==> src/rtl/irq_timer_ctrl.sv <==
// irq_timer_ctrl: machine timer (mtime/mtimecmp), external IRQ synchronizer and
// one-shot interrupt request FSM feeding CSR_RegisterFile.interrupt[1:0].
// Optional build macro IRQ_EDGE_EN: meip becomes a sticky rising-edge latch
// cleared by writes to EXT_CLR; otherwise meip is the synchronized level.
module irq_timer_ctrl #(
  parameter int unsigned SYNC_STAGES = 2,
  parameter int unsigned PRESCALE    = 1
) (
  input  logic        clk,
  input  logic        reset,
  input  logic        ext_irq_i,
  input  logic        mmio_wr,
  input  logic [2:0]  mmio_addr,
  input  logic [31:0] mmio_wdata,
  output logic [31:0] mmio_rdata,
  input  logic        mstatus_mie,
  input  logic        mie_mtie,
  input  logic        mie_meie,
  input  logic        pipe_ok,
  input  logic        is_mret,
  output logic [1:0]  interrupt,
  output logic        mtip,
  output logic        meip
);

  typedef enum logic [1:0] {
    IDLE   = 2'd0,
    FIRE   = 2'd1,
    ACTIVE = 2'd2
  } state_t;

  state_t             state, state_next;
  logic [1:0]         irq_next;
  logic [63:0]        mtime, mtimecmp;
  logic [31:0]        psc_cnt;
  logic               tick;
  logic [SYNC_STAGES-1:0] sync_q;
  logic               wr_mtime_lo, wr_mtime_hi, wr_cmp_lo, wr_cmp_hi;
  logic               ext_ok, tmr_ok;

  assign wr_mtime_lo = mmio_wr && (mmio_addr == 3'd0);
  assign wr_mtime_hi = mmio_wr && (mmio_addr == 3'd1);
  assign wr_cmp_lo   = mmio_wr && (mmio_addr == 3'd2);
  assign wr_cmp_hi   = mmio_wr && (mmio_addr == 3'd3);
  assign tick        = (psc_cnt == 32'(PRESCALE - 1));

  // Prescale counter: tick fires on every PRESCALE-th cycle
  always_ff @(posedge clk) begin
    if (reset || tick) psc_cnt <= '0;
    else               psc_cnt <= psc_cnt + 32'd1;
  end

  // mtime: a write to either half replaces it and suppresses that cycle's increment
  always_ff @(posedge clk) begin
    if (reset)            mtime <= '0;
    else if (wr_mtime_lo) mtime[31:0]  <= mmio_wdata;
    else if (wr_mtime_hi) mtime[63:32] <= mmio_wdata;
    else if (tick)        mtime <= mtime + 64'd1;
  end

  // mtimecmp register halves
  always_ff @(posedge clk) begin
    if (reset)          mtimecmp <= '1;
    else if (wr_cmp_lo) mtimecmp[31:0]  <= mmio_wdata;
    else if (wr_cmp_hi) mtimecmp[63:32] <= mmio_wdata;
  end

  // Registered unsigned timer compare
  always_ff @(posedge clk) begin
    if (reset) mtip <= 1'b0;
    else       mtip <= (mtime >= mtimecmp);
  end

  // External pin synchronizer; sync_q[0] is the first stage
  always_ff @(posedge clk) begin
    if (reset) sync_q <= '0;
    else       sync_q <= {sync_q[SYNC_STAGES-2:0], ext_irq_i};
  end

`ifdef IRQ_EDGE_EN
  logic meip_q;
  logic ext_clr;
  assign ext_clr = mmio_wr && (mmio_addr == 3'd5);
  // Sticky pending latch: the rise is detected one stage early so it lands
  // in the same cycle the last stage goes high; set beats clear.
  always_ff @(posedge clk) begin
    if (reset)                                          meip_q <= 1'b0;
    else if (sync_q[SYNC_STAGES-2] && !sync_q[SYNC_STAGES-1]) meip_q <= 1'b1;
    else if (ext_clr)                                   meip_q <= 1'b0;
  end
  assign meip = meip_q;
`else
  assign meip = sync_q[SYNC_STAGES-1];
`endif

  assign ext_ok = meip && mie_meie;
  assign tmr_ok = mtip && mie_mtie;

  // State and registered interrupt output
  always_ff @(posedge clk) begin
    if (reset) begin
      state     <= IDLE;
      interrupt <= 2'b00;
    end else begin
      state     <= state_next;
      interrupt <= irq_next;
    end
  end

  // Next-state logic; source is chosen on the IDLE->FIRE transition
  always_comb begin
    state_next = state;
    irq_next   = 2'b00;
    case (state)
      IDLE: begin
        if (pipe_ok && mstatus_mie && (ext_ok || tmr_ok)) begin
          state_next = FIRE;
          irq_next   = ext_ok ? 2'b10 : 2'b01;
        end
      end
      FIRE:    state_next = ACTIVE;
      ACTIVE:  if (is_mret) state_next = IDLE;
      default: state_next = IDLE;
    endcase
  end

  // Combinational register read mux
  always_comb begin
    mmio_rdata = '0;
    case (mmio_addr)
      3'd0:    mmio_rdata = mtime[31:0];
      3'd1:    mmio_rdata = mtime[63:32];
      3'd2:    mmio_rdata = mtimecmp[31:0];
      3'd3:    mmio_rdata = mtimecmp[63:32];
      3'd4:    mmio_rdata = {28'd0, state, meip, mtip};
      default: mmio_rdata = '0;
    endcase
  end

endmodule

==> config.mk <==
export PLATFORM = sky130hd
export DESIGN_NAME = irq_timer_ctrl
export DESIGN_NICKNAME = d
export VERILOG_FILES = /design/src/rtl/irq_timer_ctrl.sv
export SDC_FILE = /design/constraint.sdc
export NUM_CORES = 1
export LEC_CHECK = 0
export BUFFER_PORTS_ARGS = -buffer_cell sky130_fd_sc_hd__buf_4
export CAP_MARGIN = 10
export CORE_MARGIN = 10
export CORE_UTILIZATION = 46
export CTS_BUF_LIST = sky130_fd_sc_hd__clkbuf_4 sky130_fd_sc_hd__clkbuf_8 sky130_fd_sc_hd__clkbuf_16
export DETAILED_ROUTE_END_ITERATION = 10
export MAX_ROUTING_LAYER = met4
export SLEW_MARGIN = 20
export SYNTH_ARGS = -nofsm -noshare
export SYNTH_HDL_FRONTEND = slang
export SYNTH_SLANG_ARGS = --single-unit
==> constraint.sdc <==
create_clock -name clk -period 4.7 [get_ports clk]
set_input_delay 0.705 -clock clk [delete_from_list [all_inputs] [get_ports clk]]
set_output_delay 0.705 -clock clk [all_outputs]
set_load 0.005 [all_outputs]
# Word-level counts from Yosys, hierarchy flattened
# Cells that the tools add are included.
dict set report totals {
  regBits 167
  input_bits 44
  elab_cells 54
}
dict set report classes {
  add_sub_neg 2
  n_lt_le_gt_ge 1
  n_eq_ne 9
  muxes 9
  bitwise 4
  n_reduce_logical 20
}
# op count
set ops {}
lappend ops {{32-bit case mux with 5 select lines} 1}
lappend ops {{32-bit two-way mux} 3}
lappend ops {{64-bit by 1-bit adder with 64-bit output, second input constant} 1}
lappend ops {{64-bit greater-or-equal comparator} 1}
lappend ops {{64-bit two-way mux} 1}
lappend ops {{32-bit by 1-bit adder with 32-bit output, second input constant} 1}
lappend ops {{32-bit zero test} 1}
lappend ops {{1-bit logical AND} 8}
lappend ops {{2-bit AND reduction} 4}
lappend ops {{3-bit by 2-bit == test with 1-bit output, second input constant} 2}
lappend ops {{2-bit two-way mux} 3}
lappend ops {{2-bit != test, second input constant} 3}
lappend ops {{2-bit case mux with 3 select lines} 1}
lappend ops {{1-bit NOT} 4}
lappend ops {{2-bit nonzero test} 2}
lappend ops {{3-bit by 1-bit == test with 1-bit output, second input constant} 1}
lappend ops {{3-bit == test, second input constant} 1}
lappend ops {{3-bit zero test} 1}
lappend ops {{3-bit OR reduction} 1}
lappend ops {{2-bit by 1-bit == test with 1-bit output, second input constant} 1}
lappend ops {{2-bit == test, second input constant} 1}
lappend ops {{2-bit zero test} 1}
lappend ops {{1-bit logical OR} 2}

# Longest topological paths before layout
dict set report logic_depth {
  depth_word 5
  ltp_mapped 10
  depth_no_buf 8
}

# Least setup slack after synthesis
# Ideal clock, no wire load.
dict set report synth_path {
  path_kind {input to output}
  start {input port mmio_addr[2]}
  end {output port mmio_rdata[13]}
  t_arrival_ns 2.092
  setup_slack_ns 1.903
  stages 6
  path_buffers 3
  path_cell_list {buf_2 nor2b_1 nor2b_1 clkbuf_1 clkbuf_1 a221o_1}
}
dict set report synth_between {
  elab_chain_len 2
  word_cells_on_any_way 6
  cone_classes {eq/ne: 4; mux: 1; reduce/logical: 1}
}
# item line
set synth_lines {}
lappend synth_lines {{start: declaration} 13} ;# input logic [2:0] mmio_addr,
lappend synth_lines {{3-bit == test, or another cell as far along} 130} ;# case (mmio_addr)
lappend synth_lines {{32-bit case mux with 5 select lines *} 130}
lappend synth_lines {{end: declaration} 15} ;# output logic [31:0] mmio_rdata,
# Every way passes the cells marked *; elsewhere a longest branch is shown, timed or not.

# Final worst setup path
dict set report layout_path {
  start {input port mmio_addr[0]}
  end {output port mmio_rdata[15]}
}
# The elaborated chain is that of the path after synthesis.

==> impl_metrics.py <==
metrics = {
    "run_status": {
        "outcome": "completed",
    },
    "logic_synthesis": {
        "yosysWarnings": 0,
        "synth-seq-cells": 167,
        "synth_edf_count": 0,
        "ys_types": 67,
        "synthesis.instances": 1317,
        "synth_flop_cell": "dfxtp_1",
        "ys_async_sr_fraction_pct": 0,
        "mappedNetlistArea_um2": 10320,
        "synth_nets": 1428,
        "yosysSeqAreaShare_pct": 32.40,
        "synth.avg_cell_area_um2": 7.835,
    },
    "setup_path": {
        "max_stage_delay_ps": 520,
        "reg2regPathDepth": 7,
        "cpMaxStageDelayCell": "and2_1",
        "cp_max_fo": 17,
        "worstSetupStartpointType": "input port",
        "r2r-start": "psc_cnt[0]",
        "reg2reg_slack_ps": 1570,
        "path_class": "input port to output port",
        "path_cells": "buf_4 > nor2b_1 > and2_1 > buf_4 > a221o_1 > buf_4",
        "critPathRequiredTime_ps": 3990,
        "reg2reg_to": "mtime[36]",
        "cpMostUsedCell": "buf_4",
        "cp-end-kind": "output port",
        "startpoint": "mmio_addr[0]",
        "worstPathArrival_ps": 2450,
    },
    "floorplanning": {
        "start_util_pct": 46.99,
        "io_pins": 80,
        "fp.coreArea_um2": 21960,
        "dieArea_um2": 28820,
        "die_w_um": 169.8,
        "dieHeight_um": 169.8,
        "row_count": 54,
    },
    "power": {
        "seqPwrFrac_pct": 47.2,
        "netSwitchingPower_mw": 0.8591,
        "power_density_nw_per_um2": 272.0,
        "power_frac_comb_pct": 10.5,
        "swShare_pct": 27.04,
        "ir_drop_v": 0.0002195,
        "p_leak_nw": 4.802,
        "p_int_mw": 2.319,
        "clock_power_share_pct": 42.3,
    },
    "global_route": {
        "antenna_found_initial": 0,
        "overflow": 0,
        "grt_pass1_wl_um": 56080,
        "grt_start_max_net_pins": 62,
        "first_global_vias": 9589,
        "grtUsageTotal_pct": 25.49,
    },
    "timing": {
        "rsz0062_at_grt": "false",
        "period_minus_slack_ps": 3159,
        "max_freq_mhz": 316.6,
        "holdWs_ps": 439.3,
        "hold_violations": 0,
        "slew-limit-headroom_pct": 25.55,
        "tightest_slew_ps": 1108,
        "timing.final.crit_share_pct": 67.21,
        "setup_viol": 0,
        "drv_slew": 0,
        "clock_skew_ps": 11.47,
        "setup_tns_ps": 0,
    },
    "clock_tree": {
        "ctsResizeCount": 0,
        "cts_hold_buffers": 0,
        "postCtsSetupRepairBufs": 0,
        "cts_inserted_buffers": 17,
        "tritoncts": "yes",
        "clock_path_buffers": 2,
        "cts_root_buf": "clkbuf_16",
        "clk_latency_ps": 450,
        "h-tree-depth": 4,
        "cts.sinks": 167,
        "cts.clk_slew.worst_paths_ps": 70,
    },
    "detailed_routing": {
        "drt_iter0_drc": 986,
        "vias": 10240,
        "drcViolationCount": 0,
        "drt_wl_total_um": 36160,
        "routed_via_density": 6.231,
        "dr.pass1.iters": 5,
        "ant_nets": 0,
        "post_drt_wl_per_cell_um": 22.00,
    },
    "final_layout": {
        "antenna_cells": 0,
        "finalNonFillerCells": 1644,
        "final_common_cell": "nand2_1",
        "drive_above_1_share_pct": 11.58,
        "fillers": 2144,
        "mostFrequentLayoutCells": "187 x nand2_1, 167 x dfxtp_1, 100 x buf_4, 88 x nor2_1, 82 x inv_1",
        "area_growth_syn_to_layout_pct": 13.23,
        "nets": 1462,
    },
    "placed_design": {
        "dp_hpwl_um": 26230,
        "placed_cells": 1612,
        "gp_congestion": 0.8938,
        "numPortBuffers": 79,
    },
    "worst_hold_path": {
        "min_path_type": "register to register",
        "holdPathStages": 1,
        "holdPathEnd": "sync_q[1]",
        "hp-start": "sync_q[0]",
    },
    "run": {
        "maxCapViolCount": 0,
    },
}
## cell type report
class	count	area [µm²]	share of cell area, %
clock buffer	23	483.0	4.134
tap	280	350.3	2.999
timing repair buffer	100	750.7	6.425
clock inverter	9	68.82	0.5890
inverter	83	311.5	2.667
sequential	167	3343	28.61
multi-input combinational	982	6376	54.57
## per-stage QoR
| step | worst slack, ps | instance area [µm²] | util, % | power (mW) |
|---|---|---|---|---|
| after global routing | 1379 | 11680 | 53.21 | 3.287 |
| after floorplan | 1903 | 10320 | - | 1.692 |
| after global placement | 1524 | 11130 | 50.70 | 1.855 |
| after detailed placement | 1538 | 11130 | 50.70 | 1.860 |
| final | 1541 | 11680 | 53.21 | 3.178 |
| after CTS | 1553 | 11680 | 53.21 | 3.188 |
## how the worst max path moves through the flow
stage | slack (ps) | endpoint | cells past startpoint
after global routing | 1380 | mmio_rdata[20] | 7
final | 1540 | mmio_rdata[15] | 6
after CTS | 1550 | mmio_rdata[15] | 6
after floorplan | 1900 | mmio_rdata[13] | 6
after global placement | 1520 | mtime[23] | 6
after detailed placement | 1540 | mtime[23] | 6
## synth_stat cells, types with 5 or more instances
cell type / n / area [µm²]
nor3_1: 32 / 160.2
xnor2_1: 8 / 70.07
xor2_1: 22 / 192.7
a22oi_1: 16 / 120.1
o21ai_0: 48 / 240.2
nor2_1: 88 / 330.3
nand2_1: 187 / 701.9
o22ai_1: 6 / 37.54
and2_1: 6 / 37.54
a221o_1: 27 / 270.3
inv_1: 82 / 307.8
a211oi_1: 9 / 67.56
and3_1: 18 / 112.6
dfxtp_1: 167 / 3343
o31ai_1: 18 / 135.1
o21a_1: 6 / 45.04
o211ai_1: 71 / 533.0
nor4_1: 15 / 93.84
clkbuf_1: 71 / 266.5
a22o_1: 30 / 262.8
ha_1: 67 / 838.3
o32ai_1: 5 / 43.79
or3_1: 10 / 62.56
or4_1: 9 / 67.56
a31oi_1: 17 / 106.4
nand4_1: 43 / 269.0
nor2b_1: 9 / 56.30
nand3_1: 42 / 210.2
buf_2: 7 / 35.03
a21oi_1: 77 / 385.4
a311oi_1: 6 / 52.55
a21o_1: 10 / 75.07
and4_1: 12 / 105.1
## state kept, by name, summed over array words and instances, names as in the netlist
signal     cells
interrupt      2
mtime         64
mtimecmp      64
mtip           1
psc_cnt       32
state          2
sync_q         2
## power by group through the flow
stage	clock network, mW	logic [mW]	registers, mW
after floorplan	0	0.182	1.51
after global placement	0	0.326	1.53
after detailed placement	0	0.331	1.53
after CTS	1.36	0.331	1.50
after global routing	1.42	0.365	1.50
final	1.35	0.333	1.50
## worst max-delay path, delay by kind of cell
kind / cells / cell delay (ps)
compound gates: 1 / 220
buf+inv: 3 / 630
simple gates: 2 / 880
## layer usage
layer,global-route usage [%],share of wire (%),vias to the layer above
met4,6.791,1.8,0
met2,39.66,46,369
met3,4.047,7.8,46
met1,33.65,45,4860
li1,-,-,4969
met5,-,0,-
## kinds of logic after synthesis
kind of cell / share of synthesized area, %
flip-flops: 32.40
AND/OR/NAND/NOR: 24.20
AO/OA/AOI/OAI: 26.24
XOR/XNOR: 2.546
multiplexers: 0.1940
buffers and inverters: 6.293
adder cells (fa/ha/maj): 8.124
(Power assumes the default switching activity.)
